==> src/rtl/rtc_pkg.sv <==
// Shared RTC field constants and BCD helpers.
// Used by every time/date field counter.
package rtc_pkg;

  localparam int BCD_W = 4;

  localparam logic [3:0] FIELD_SS_U = 4'd0;
  localparam logic [3:0] FIELD_SS_T = 4'd1;
  localparam logic [3:0] FIELD_MM_U = 4'd2;
  localparam logic [3:0] FIELD_MM_T = 4'd3;
  localparam logic [3:0] FIELD_HH_U = 4'd9;
  localparam logic [3:0] FIELD_HH_T = 4'd10;

  function automatic logic [2*BCD_W-1:0] int_to_bcd(input int v);
    logic [BCD_W-1:0] t;
    logic [BCD_W-1:0] u;
    t = BCD_W'(v / 10);
    u = BCD_W'(v % 10);
    return {t, u};
  endfunction

endpackage

==> src/rtl/pulse_edge_detect.sv <==
// Rising-edge detector; history resets to 1 so a level held
// across reset release is not seen as an edge.
module pulse_edge_detect #(
  parameter int EDGE_MODE = 1
) (
  input  logic clk,
  input  logic reset,
  input  logic din,
  output logic pulse
);

  logic din_d;

  always_ff @(posedge clk) begin
    if (reset) din_d <= 1'b1;
    else       din_d <= din;
  end

  if (EDGE_MODE != 0) begin : g_edge
    assign pulse = din & ~din_d;
  end else begin : g_level
    assign pulse = din;
  end

endmodule

==> src/rtl/contador_bcd_ad_param.sv <==
// Two-digit BCD up/down counter for one RTC field, with
// parallel load, cascade tick and wrap carry/borrow pulses.
module contador_bcd_ad_param
  import rtc_pkg::*;
#(
  parameter int MIN_VAL   = 0,
  parameter int MAX_VAL   = 23,
  parameter int FIELD_ID  = 10,
  parameter int EDGE_MODE = 1
) (
  input  logic       clk,
  input  logic       reset,
  input  logic [3:0] en_count,
  input  logic       enUP,
  input  logic       enDOWN,
  input  logic       load,
  input  logic [7:0] load_data,
  input  logic       tick,
  output logic [7:0] data_bcd,
  output logic       carry_out,
  output logic       borrow_out,
  output logic       load_err
);

  if (MAX_VAL > 99 || MIN_VAL < 0 || MIN_VAL > MAX_VAL)
  begin : g_bad_params
    $error("contador_bcd_ad_param: illegal MIN_VAL/MAX_VAL");
  end

  localparam logic [7:0] MIN_BCD = int_to_bcd(MIN_VAL);
  localparam logic [7:0] MAX_BCD = int_to_bcd(MAX_VAL);
  localparam logic [3:0] SEL_ID  = 4'(FIELD_ID);

  function automatic logic legal(input logic [7:0] v);
    return (v[7:4] <= 4'd9) && (v[3:0] <= 4'd9) &&
           (v >= MIN_BCD) && (v <= MAX_BCD);
  endfunction

  logic up_p;
  logic dn_p;
  logic sel;
  logic man_up;
  logic man_dn;
  logic do_inc;
  logic [7:0] inc_val;
  logic [7:0] dec_val;

  pulse_edge_detect #(.EDGE_MODE(EDGE_MODE)) u_up (
    .clk   (clk),
    .reset (reset),
    .din   (enUP),
    .pulse (up_p)
  );

  pulse_edge_detect #(.EDGE_MODE(EDGE_MODE)) u_dn (
    .clk   (clk),
    .reset (reset),
    .din   (enDOWN),
    .pulse (dn_p)
  );

  assign sel    = (en_count == SEL_ID);
  assign man_up = sel & up_p & ~dn_p;
  assign man_dn = sel & dn_p & ~up_p;
  assign do_inc = tick | man_up;

  always_comb begin
    inc_val = data_bcd;
    dec_val = data_bcd;
    if (data_bcd[3:0] == 4'd9)
      inc_val = {data_bcd[7:4] + 4'd1, 4'd0};
    else
      inc_val = {data_bcd[7:4], data_bcd[3:0] + 4'd1};
    if (data_bcd[3:0] == 4'd0)
      dec_val = {data_bcd[7:4] - 4'd1, 4'd9};
    else
      dec_val = {data_bcd[7:4], data_bcd[3:0] - 4'd1};
  end

  always_ff @(posedge clk) begin
    if (reset) begin
      data_bcd   <= MIN_BCD;
      carry_out  <= 1'b0;
      borrow_out <= 1'b0;
      load_err   <= 1'b0;
    end else begin
      carry_out  <= 1'b0;
      borrow_out <= 1'b0;
      load_err   <= 1'b0;
      // Recover from any corrupted state before anything else.
      if (!legal(data_bcd)) begin
        data_bcd <= MIN_BCD;
      end else if (load) begin
        if (legal(load_data)) data_bcd <= load_data;
        else                  load_err <= 1'b1;
      end else if (do_inc) begin
        if (data_bcd == MAX_BCD) begin
          data_bcd  <= MIN_BCD;
          carry_out <= 1'b1;
        end else begin
          data_bcd <= inc_val;
        end
      end else if (man_dn) begin
        if (data_bcd == MIN_BCD) begin
          data_bcd   <= MAX_BCD;
          borrow_out <= 1'b1;
        end else begin
          data_bcd <= dec_val;
        end
      end
    end
  end

endmodule

==> config.mk <==
export PLATFORM = sky130hd
export DESIGN_NAME = contador_bcd_ad_param
export DESIGN_NICKNAME = d
export VERILOG_FILES = /design/src/rtl/rtc_pkg.sv /design/src/rtl/pulse_edge_detect.sv /design/src/rtl/contador_bcd_ad_param.sv
export SDC_FILE = /design/constraint.sdc
export NUM_CORES = 1
export LEC_CHECK = 0
export ABC_AREA = 1
export CELL_PAD_IN_SITES_DETAIL_PLACEMENT = 0
export CELL_PAD_IN_SITES_GLOBAL_PLACEMENT = 1
export CORE_MARGIN = 2
export CORE_UTILIZATION = 45
export DETAILED_ROUTE_END_ITERATION = 10
export DONT_BUFFER_PORTS = 1
export GPL_TIMING_DRIVEN = 0
export PLACE_DENSITY = 0.92
export SLEW_MARGIN = 0
export SYNTH_ARGS = -nofsm -noshare
export SYNTH_HDL_FRONTEND = slang
export SYNTH_SLANG_ARGS = --single-unit
export TNS_END_PERCENT = 1
==> constraint.sdc <==
create_clock -name clk -period 2.3 [get_ports clk]
set_input_delay 0 -clock clk [delete_from_list [all_inputs] [get_ports clk]]
set_output_delay 0 -clock clk [all_outputs]
set_load 0.02 [all_outputs]
==> results of run 1 <==
==> tightest hold or removal path, stage by stage <==
cell and delay, ns:
nor2_1 0.03, nand3_1 0.10, nor3_1 0.05, nand2_1 0.05
nor2_1 0.03
==> how the worst max path moves through the flow <==
stage                  endpoint  cells after the start        start
finish              data_bcd[7]                     11  data_bcd[4]
global route          carry_out                      8  data_bcd[4]
CTS                 data_bcd[2]                      8  data_bcd[4]
detailed placement  data_bcd[2]                      8  data_bcd[4]
global placement    data_bcd[2]                      8  data_bcd[4]
floorplan           data_bcd[5]                     11  data_bcd[4]
==> Yosys cell counts (all sizes together) <==
cell,count,area (um2)
o21ai,15,78.8
nand3,14,70.1
or2,2,12.5
nor3,3,15.0
nand3b,1,7.51
a21oi,4,20.0
dfxtp,13,260
clkinv,2,8.75
o21bai,1,7.51
xnor2,1,8.76
xor2,3,26.3
ha,4,50.1
clkbuf,1,3.75
buf,1,5.00
and3,1,6.26
nor2,37,196
nand2,48,215
inv,19,71.3
nand4,3,18.8
==> cell type report <==
type	count	area (um2)	area share
well taps	28	35.0	0.0277
plain buffers	2	8.76	0.00692
clock buffers	3	22.5	0.0178
flip-flops and latches	13	260	0.206
clock inverters	1	5.00	0.00396
multi-input cells	137	733	0.580
repair buffers	12	120	0.0950
inverters	21	80.1	0.0633
==> cell usage in the layout, fill, tap and decap left out <==
cell type / netlist / final
o21ai_0: 7 / 7
o21ai_1: 7 / 7
clkinv_1: 1 / 1
ha_1: 4 / 4
buf_2: 1 / 1
nand2_1: 40 / 40
or2_0: 1 / 1
inv_2: 5 / 5
inv_1: 14 / 14
o21ai_2: 1 / 1
nor2_2: 5 / 5
nand4_1: 3 / 3
dfxtp_1: 13 / 13
or2_2: 1 / 1
and3_1: 1 / 1
nand3_1: 14 / 14
clkinv_2: 1 / 2
nor3_1: 3 / 3
clkbuf_1: 1 / 1
dlygate4sd3_1: 0 / 12
clkbuf_4: 0 / 3
nand2_4: 3 / 3
nand3b_1: 1 / 1
xnor2_1: 1 / 1
nor2_1: 26 / 26
xor2_1: 3 / 3
nor2_4: 6 / 6
o21bai_1: 1 / 1
nand2_2: 5 / 5
a21oi_1: 4 / 4
==> through the flow <==
step / hold WS, ns / power, uW / worst slack (ns) / area, um2
final: 0.0227 / 750 / 0.421 / 1260
after detailed placement: 0.104 / 580 / 0.444 / 1120
after CTS: 0.0209 / 749 / 0.435 / 1260
after floorplan: 0.0919 / 526 / 0.736 / 1080
after global placement: 0.0978 / 575 / 0.471 / 1120
after global routing: 0.0611 / 806 / 0.285 / 1260
==> per-layer routing <==
layer / share of wire / vias up / GRT usage
met3: 0.066 / 8 / 0.0395
met1: 0.46 / 480 / 0.257
li1: - / 583 / -
met2: 0.44 / 47 / 0.358
met4: 0.026 / 0 / 0.103
met5: 0 / - / 0
==> where the power goes <==
part,switching [uW],internal (uW)
Clock,87.3,64.7
Combinational,183,107
Sequential,59.4,248
Total,329,420
==> sequential cells by signal, summed over array words and instances (netlist names) <==
name and count:
data_bcd 8, u_dn.din_d 1, borrow_out 1, u_up.din_d 1
carry_out 1, load_err 1
==> repair_timing <==
item                       CTS  global route
hold buffers                12             0
hold endpoints to repair    12             0
setup endpoints to repair    0             0
==> cell families (layout without fill, tap and decap cells) <==
| family | Yosys count | after routing | synth area share |
|---|---|---|---|
| flip-flops | 13 | 13 | 0.240 |
| AND/OR/NAND/NOR | 109 | 109 | 0.501 |
| XOR/XNOR | 4 | 4 | 0.0324 |
| buffers and inverters | 23 | 39 | 0.0821 |
| AO/OA/AOI/OAI | 20 | 20 | 0.0983 |
| adder cells (fa/ha/maj) | 4 | 4 | 0.0462 |
==> out/results.txt, run 1 <==
# rows -> 17
Syn_nets -> 195
Skew final -> 0.00186 ns
Hold wc startpoint -> en_count[2]
Core Area -> 0.00223 mm2
Fraction of layout cells with a size suffix above 1 -> 0.169
Crit-path cells -> inv_1, ha_1, nand2_1, inv_1, nor2_2, nand4_1, nand2_1, nor2_1, nand2_1, nand2_1, nor2_1
Total track usage -> 0.213
Avg Cell Area, Syn -> 6.26 um2
Non-Filler Instances -> 217
Clock Sink Count -> 13
Worst Hold Class -> in -> reg
RR Startpoint -> data_bcd[4]
Most frequent CP cell -> nand2_1
Die Y-Extent -> 53.0 um
Cell variety after synth -> 28
Placed insts -> 201
Post_cts resized -> 0
Family with the most delay on the worst path -> simple AND/OR/NAND/NOR gates
First-pass GRT wire length -> 4310 um
Hold depth -> 5
Slowest cell on crit path -> dfxtp_1
Initial Util -> 0.485
Crit path DAT -> 2.10 ns
Reg2Reg Depth -> 11
Final wirelength -> 2620 um
CP Class -> reg -> reg
Clock Latency Late Sink -> 0.29 ns
Total grt overflow -> 0
Setup violators final -> 0
Pwr/cell area -> 593 mW/mm2
Worst vdd ir -> 0.365 mV
Nature of the critical path endpoint -> register
Vias per cell -> 5.15
TritonCTS clock tree -> yes
Postcts setup bufs -> 0
Buffers added on ports -> 0
Final period util -> 0.817
Die width -> 53.0 um
I/O Pins -> 29
Vias -> 1118
Max Fclk -> 0.532 GHz
Largest net degree at the start of global routing -> 11
Filler Cell Count -> 222
CTS buffer count -> 3
Final Max Tran Viols -> 0
Post-route ant nets -> 0
Number of remaining DRC errors -> 0
Status -> complete, no violations
Number of synthesis warnings -> 0
Crit path max fanout -> 7
Clock-pin slew on the worst setup and hold paths -> 0.09 ns
Yosys reg bits -> 13
Clock root buffer master -> clkbuf_4
Slew margin rel. -> 0.705
Diodes inserted -> 0
Req. time, crit path -> 2.52 ns
Number of global-route vias before repair -> 1048
RSZ-0062 raised after global routing -> no
CP bufs+invs -> 2
Min Tclk post-route -> 1.88 ns
Register area share after synthesis -> 0.240
DRT Pass-1 Iters -> 4
Drt wl/cell -> 12.1 um
Synth Cell Area -> 0.00108 mm2
Max incr delay on CP -> 0.54 ns
Reg-to-reg slack, setup -> 0.42 ns
HPWL after DPL -> 2060 um
DIE AREA -> 0.00281 mm2
Setup TNS -> 0 ns
Worst Hold Path EP -> borrow_out
GPL Wtd Cong -> 0.893
Worst Max-Slew Pin Slew -> 0.442 ns
Final hold vios -> 0
Max-Cap Viols -> 0
Iter 0 DRT Violations -> 38
LEAKAGE -> 0.000598 uW
CP startpoint kind -> register
Cells after Synth -> 173
Antenna violations before repair -> 0
Syn-to-layout area delta -> 16.9%
Fin util -> 0.566
Final net count -> 212
RR Endpoint -> data_bcd[7]
Worst-case clock buffer depth -> 2
Number of H-tree levels -> 1
No activity file was read; power rests on OpenSTA's default activity.
==> inputs of run 2 (changes only) <==
--- a/config.mk
+++ b/config.mk
@@ -9,11 +9,11 @@
 export CELL_PAD_IN_SITES_DETAIL_PLACEMENT = 0
 export CELL_PAD_IN_SITES_GLOBAL_PLACEMENT = 1
 export CORE_MARGIN = 2
-export CORE_UTILIZATION = 45
+export CORE_UTILIZATION = 42
 export DETAILED_ROUTE_END_ITERATION = 10
 export DONT_BUFFER_PORTS = 1
 export GPL_TIMING_DRIVEN = 0
-export PLACE_DENSITY = 0.92
+export PLACE_DENSITY = 0.87
 export SLEW_MARGIN = 0
 export SYNTH_ARGS = -nofsm -noshare
 export SYNTH_HDL_FRONTEND = slang
==> constraint.sdc (replaced) <==
create_clock -name clk -period 1.84 [get_ports clk]
set_input_delay 0 -clock clk [delete_from_list [all_inputs] [get_ports clk]]
set_output_delay 0 -clock clk [all_outputs]
set_load 0.02 [all_outputs]
==> run 2 against run 1 <==
Critical path depth unchanged. Cell area increased by 1.7%. Clock skew fell by 0.00072 ns. Die area up 6.6%. Global-route usage is 1.8 points lower. Worst hold slack got worse by 0.0039 ns. Setup slack lost 0.23 ns. Fmax up 14%. Routed wire length grew 0.95%. Sequential power rose by 26%. Critical path type unchanged.
==> out/results.txt, run 2 (synthesized netlist as in run 1, its figures left out) <==
Max-Cap Viols -> 0
DIE AREA -> 0.00300 mm2
Total grt overflow -> 0
RSZ-0062 raised after global routing -> no
Final hold vios -> 0
Max incr delay on CP -> 0.42 ns
Setup violators final -> 0
Req. time, crit path -> 2.07 ns
Clock-pin slew on the worst setup and hold paths -> 0.09 ns
Worst Setup SP -> data_bcd[4]
Crit path DAT -> 1.87 ns
Fin util -> 0.524
Die Y-Extent -> 54.8 um
Drt wl/cell -> 12.0 um
GPL Wtd Cong -> 0.904
Reg-to-reg slack, setup -> 0.19 ns
First-pass GRT wire length -> 4200 um
Clock root buffer master -> clkbuf_4
Status -> complete, no violations
Worst-case clock buffer depth -> 2
CP startpoint kind -> register
Fraction of layout cells with a size suffix above 1 -> 0.195
Reg with most FFs -> data_bcd
Vias per cell -> 5.13
Commonest non-fill, non-tap cell in the layout -> nand2_1
Nature of the critical path endpoint -> register
Initial Util -> 0.441
LEAKAGE -> 0.000601 uW
Reg2Reg Depth -> 11
Vias -> 1129
Diodes inserted -> 0
CP bufs+invs -> 2
CP Class -> reg -> reg
Number of global-route vias before repair -> 1019
Min Tclk post-route -> 1.65 ns
TritonCTS clock tree -> yes
RR Endpoint -> data_bcd[7]
Final net count -> 213
Number of remaining DRC errors -> 0
CP Capture Point -> data_bcd[7]
Pwr/cell area -> 729 mW/mm2
Worst vdd ir -> 0.440 mV
Most frequent cells in the layout -> 40 x nand2_1, 26 x nor2_1, 14 x nand3_1
Crit-path cells -> clkinvlp_4, ha_1, nand2_1, inv_1, nor2_2, nand4_1, nand2_1, nor2_1, nand2_1, nand2_1, nor2_1
DRT Pass-1 Iters -> 4
Most frequent CP cell -> nand2_1
Final period util -> 0.895
HPWL after DPL -> 2060 um
Final Max Tran Viols -> 0
Max FFs per register -> 8
Largest net degree at the start of global routing -> 11
Syn-to-layout area delta -> 18.8%
Setup TNS -> 0 ns
Slowest cell on crit path -> dfxtp_4
# rows -> 18
I/O Pins -> 29
RR Startpoint -> data_bcd[4]
CTS buffer count -> 3
Max Fclk -> 0.607 GHz
Die width -> 54.8 um
Worst Hold Class -> in -> reg
Critical path depth in cells -> 11
Post-route ant nets -> 0
Family with the most delay on the worst path -> simple AND/OR/NAND/NOR gates
Skew final -> 0.00114 ns
Clock Sink Count -> 13
Buffers added on ports -> 0
Clock Latency Late Sink -> 0.28 ns
Crit path max fanout -> 7
Iter 0 DRT Violations -> 15
Number of H-tree levels -> 1
Total track usage -> 0.195
Antenna violations before repair -> 0
Final wirelength -> 2650 um
Slew margin rel. -> 0.702
Core Area -> 0.00245 mm2
Worst Max-Slew Pin Slew -> 0.446 ns
## run 2: worst reg2reg max path: stages, from the launching register on
cell and delay [ns]:
dfxtp_4 0.42, clkinvlp_4 0.17, ha_1 0.23, nand2_1 0.11, inv_1 0.07, nor2_2 0.19
nand4_1 0.12, nand2_1 0.07, nor2_1 0.04, nand2_1 0.05, nand2_1 0.04, nor2_1 0.07
## run 2: area by class of cell
| class | instances | area (um2) |
|---|---|---|
| multi-input combinational | 137 | 736 |
| sequential | 13 | 265 |
| tap | 30 | 37.5 |
| clock buffer | 3 | 22.5 |
| inverter | 21 | 83.8 |
| clock inverter | 1 | 5.00 |
| timing repair buffer | 13 | 128 |
| buffer | 2 | 8.76 |
| fill | 261 | 1170 |
## run 2: worst min-delay path by stage
stage	cells past startpoint	start	slack (ns)	endpoint
floorplan	2	reset	0.09	u_up.din_d
global placement	2	reset	0.1	u_up.din_d
detailed placement	2	reset	0.10	u_up.din_d
CTS	5	en_count[2]	0.02	borrow_out
global route	5	en_count[2]	0.06	borrow_out
finish	5	en_count[2]	0.02	borrow_out
## run 2: what timing repair did
| action | CTS | global route |
|---|---|---|
| setup buffers | 0 | 1 |
| gates resized for setup | 0 | 5 |
| endpoints found under the setup margin | 0 | 9 |
| endpoints found under the hold margin | 12 | 0 |
| hold buffers | 12 | 0 |
## run 2: metrics by stage
stage / std cells / instance area (um2) / power, uW / setup WS [ns] / hold WS (ns)
2_1_floorplan: 173 / 1080 / 657 / 0.276 / 0.0919
3_3_place_gp: 203 / 1120 / 721 / 0.0476 / 0.0969
3_5_place_dp: 203 / 1120 / 725 / 0.0349 / 0.103
4_1_cts: 219 / 1270 / 931 / 0.00729 / 0.0236
5_1_grt: 220 / 1290 / 1010 / 0.00753 / 0.0564
6_report: 220 / 1290 / 938 / 0.193 / 0.0188
## run 2: layer usage
layer / vias to the layer above / routed length, um / share of wire / GRT usage
li1: 590 / - / - / -
met1: 492 / 1270 / 0.48 / 0.251
met2: 41 / 1180 / 0.45 / 0.310
met3: 6 / 159 / 0.060 / 0.0410
met4: 0 / 34 / 0.013 / 0.0875
met5: - / 0 / 0 / 0
## run 2: where the power goes
part | switching (uW) | total, uW | leakage, uW | internal, uW
combinational | 227 | 365 | 0.000475 | 138
sequential | 76.5 | 388 | 0.000108 | 312
clock | 103 | 184 | 0.0000177 | 80.7
total | 407 | 938 | 0.000601 | 531
==> inputs of run 3 (changes only) <==
--- a/config.mk
+++ b/config.mk
@@ -13,6 +13,7 @@
 export DETAILED_ROUTE_END_ITERATION = 10
 export DONT_BUFFER_PORTS = 1
 export GPL_TIMING_DRIVEN = 0
+export MAX_ROUTING_LAYER = met4
 export PLACE_DENSITY = 0.87
 export SLEW_MARGIN = 0
 export SYNTH_ARGS = -nofsm -noshare
==> run 3 against run 2 <==
Non-clock buffer count stayed put. Core utilization stayed put. Critical path depth stayed put. Critical endpoint unchanged. Largest cell class unchanged.
==> out/results.txt, run 3 (synthesized netlist as in run 1, its figures left out) <==
Status -> complete, no violations
Req. time, crit path -> 2.07 ns
Crit path max fanout -> 7
DIE AREA -> 0.00300 mm2
Most frequent CP cell -> nand2_1
I/O Pins -> 29
Clock Sink Count -> 13
Final hold vios -> 0
Worst-case clock buffer depth -> 2
Die Y-Extent -> 54.8 um
Fraction of layout cells with a size suffix above 1 -> 0.195
Number of H-tree levels -> 1
Sw Ratio -> 0.435
Iter 0 DRT Violations -> 18
Setup violators final -> 0
Drt wl/cell -> 12.1 um
Setup TNS -> 0 ns
Post-route ant nets -> 0
Clock Latency Late Sink -> 0.28 ns
PnR worst setup slack -> 0.187 ns
Vias -> 1140
CP bufs+invs -> 2
RSZ-0062 raised after global routing -> no
Pre-CTS setup slack -> 0.0349 ns
Skew final -> 0.00137 ns
# rows -> 18
Syn-to-layout area delta -> 18.8%
Max FFs per register -> 8
Largest net degree at the start of global routing -> 11
Max Fclk -> 0.605 GHz
CP Class -> reg -> reg
Die width -> 54.8 um
Filler Cell Count -> 261
Power share of the clock group -> 0.196
Initial Util -> 0.441
Diodes inserted -> 0
LEAKAGE -> 0.000601 uW
Worst vdd ir -> 0.441 mV
Final Max Tran Viols -> 0
Commonest non-fill, non-tap cell in the layout -> nand2_1
Core Area -> 0.00245 mm2
CP startpoint kind -> register
Reg power frac -> 0.414
Fin util -> 0.524
Non-Filler Instances -> 220
Final wirelength -> 2660 um
TritonCTS clock tree -> yes
Min Tclk post-route -> 1.65 ns
HPWL after DPL -> 2060 um
Placed insts -> 203
Vias per cell -> 5.18
Worst Max-Slew Pin Slew -> 0.449 ns
Net Sw Power -> 408 uW
Total grt overflow -> 0
Reg with most FFs -> data_bcd
Max-Cap Viols -> 0
Slew margin rel. -> 0.700
Final net count -> 213
Total track usage -> 0.202
Final period util -> 0.898
Clock-pin slew on the worst setup and hold paths -> 0.09 ns
Gate power share -> 0.391
Number of global-route vias before repair -> 1016
CTS buffer count -> 3
Family with the most delay on the worst path -> simple AND/OR/NAND/NOR gates
Crit-path cells -> clkinvlp_4, ha_1, nand2_1, inv_1, nor2_2, nand4_1, nand2_1, nor2_1, nand2_1, nand2_1, nor2_1
Clock root buffer master -> clkbuf_4
DRT Pass-1 Iters -> 4
Hold slack -> 0.0207 ns
Antenna violations before repair -> 0
Most frequent cells in the layout -> 40 x nand2_1, 26 x nor2_1, 14 x nand3_1
GPL Wtd Cong -> 0.919
Worst Hold Class -> in -> reg
Max incr delay on CP -> 0.42 ns
Internal Dissipation -> 531 uW
Pwr/cell area -> 730 mW/mm2
First-pass GRT wire length -> 4220 um
Nature of the critical path endpoint -> register
Number of remaining DRC errors -> 0
Crit path DAT -> 1.88 ns
Slowest cell on crit path -> dfxtp_4
Buffers added on ports -> 0
==> run 3: area by class of cell <==
class | count | area (um2) | share of cell area
timing repair buffer | 13 | 128 | 0.0992
multi-input combinational | 137 | 736 | 0.572
clock inverter | 1 | 5.00 | 0.00389
buffer | 2 | 8.76 | 0.00681
clock buffer | 3 | 22.5 | 0.0175
tap | 30 | 37.5 | 0.0292
inverter | 21 | 83.8 | 0.0652
sequential | 13 | 265 | 0.206
==> run 3: routing by layer <==
layer	GRT usage	part of all wire
met5	-	0
met4	0.0875	0.014
met3	0.0410	0.060
met2	0.308	0.45
met1	0.256	0.48
==> run 3: path summary, 6_finish.rpt <==
kind	start	end	slack, ns	depth (start not counted)
worst max-delay path	data_bcd[4]	data_bcd[7]	0.19	11
worst min-delay path	en_count[2]	borrow_out	0.02	5
worst max register to register	data_bcd[4]	data_bcd[7]	0.19	11
worst min register to register	data_bcd[0]	data_bcd[0]	0.67	2
==> run 3: what timing repair did <==
action,CTS,global route
gates resized for setup,0,5
setup buffers,0,1
hold buffers,12,0
hold endpoints to repair,12,0
setup endpoints to repair,0,9
==> run 3: tightest hold or removal path, stage by stage <==
cell and delay [ns]:
nor2_1 0.03, nand3_1 0.10, nor3_1 0.05, nand2_1 0.05, nor2_1 0.03
==> run 3: power groups by stage <==
stage          clock network, uW  registers, uW  logic, uW
2_1_floorplan                  0            381        276
6_report                     184            388        367
3_5_place_dp                   0            392        333
4_1_cts                      187            385        358
5_1_grt                      204            393        413
3_3_place_gp                   0            391        330
==> run 3: stage by stage <==
step	power, uW	area [um2]
finish	939	1290
global route	1010	1290
CTS	931	1270
detailed placement	725	1120
global placement	721	1120
floorplan	657	1080
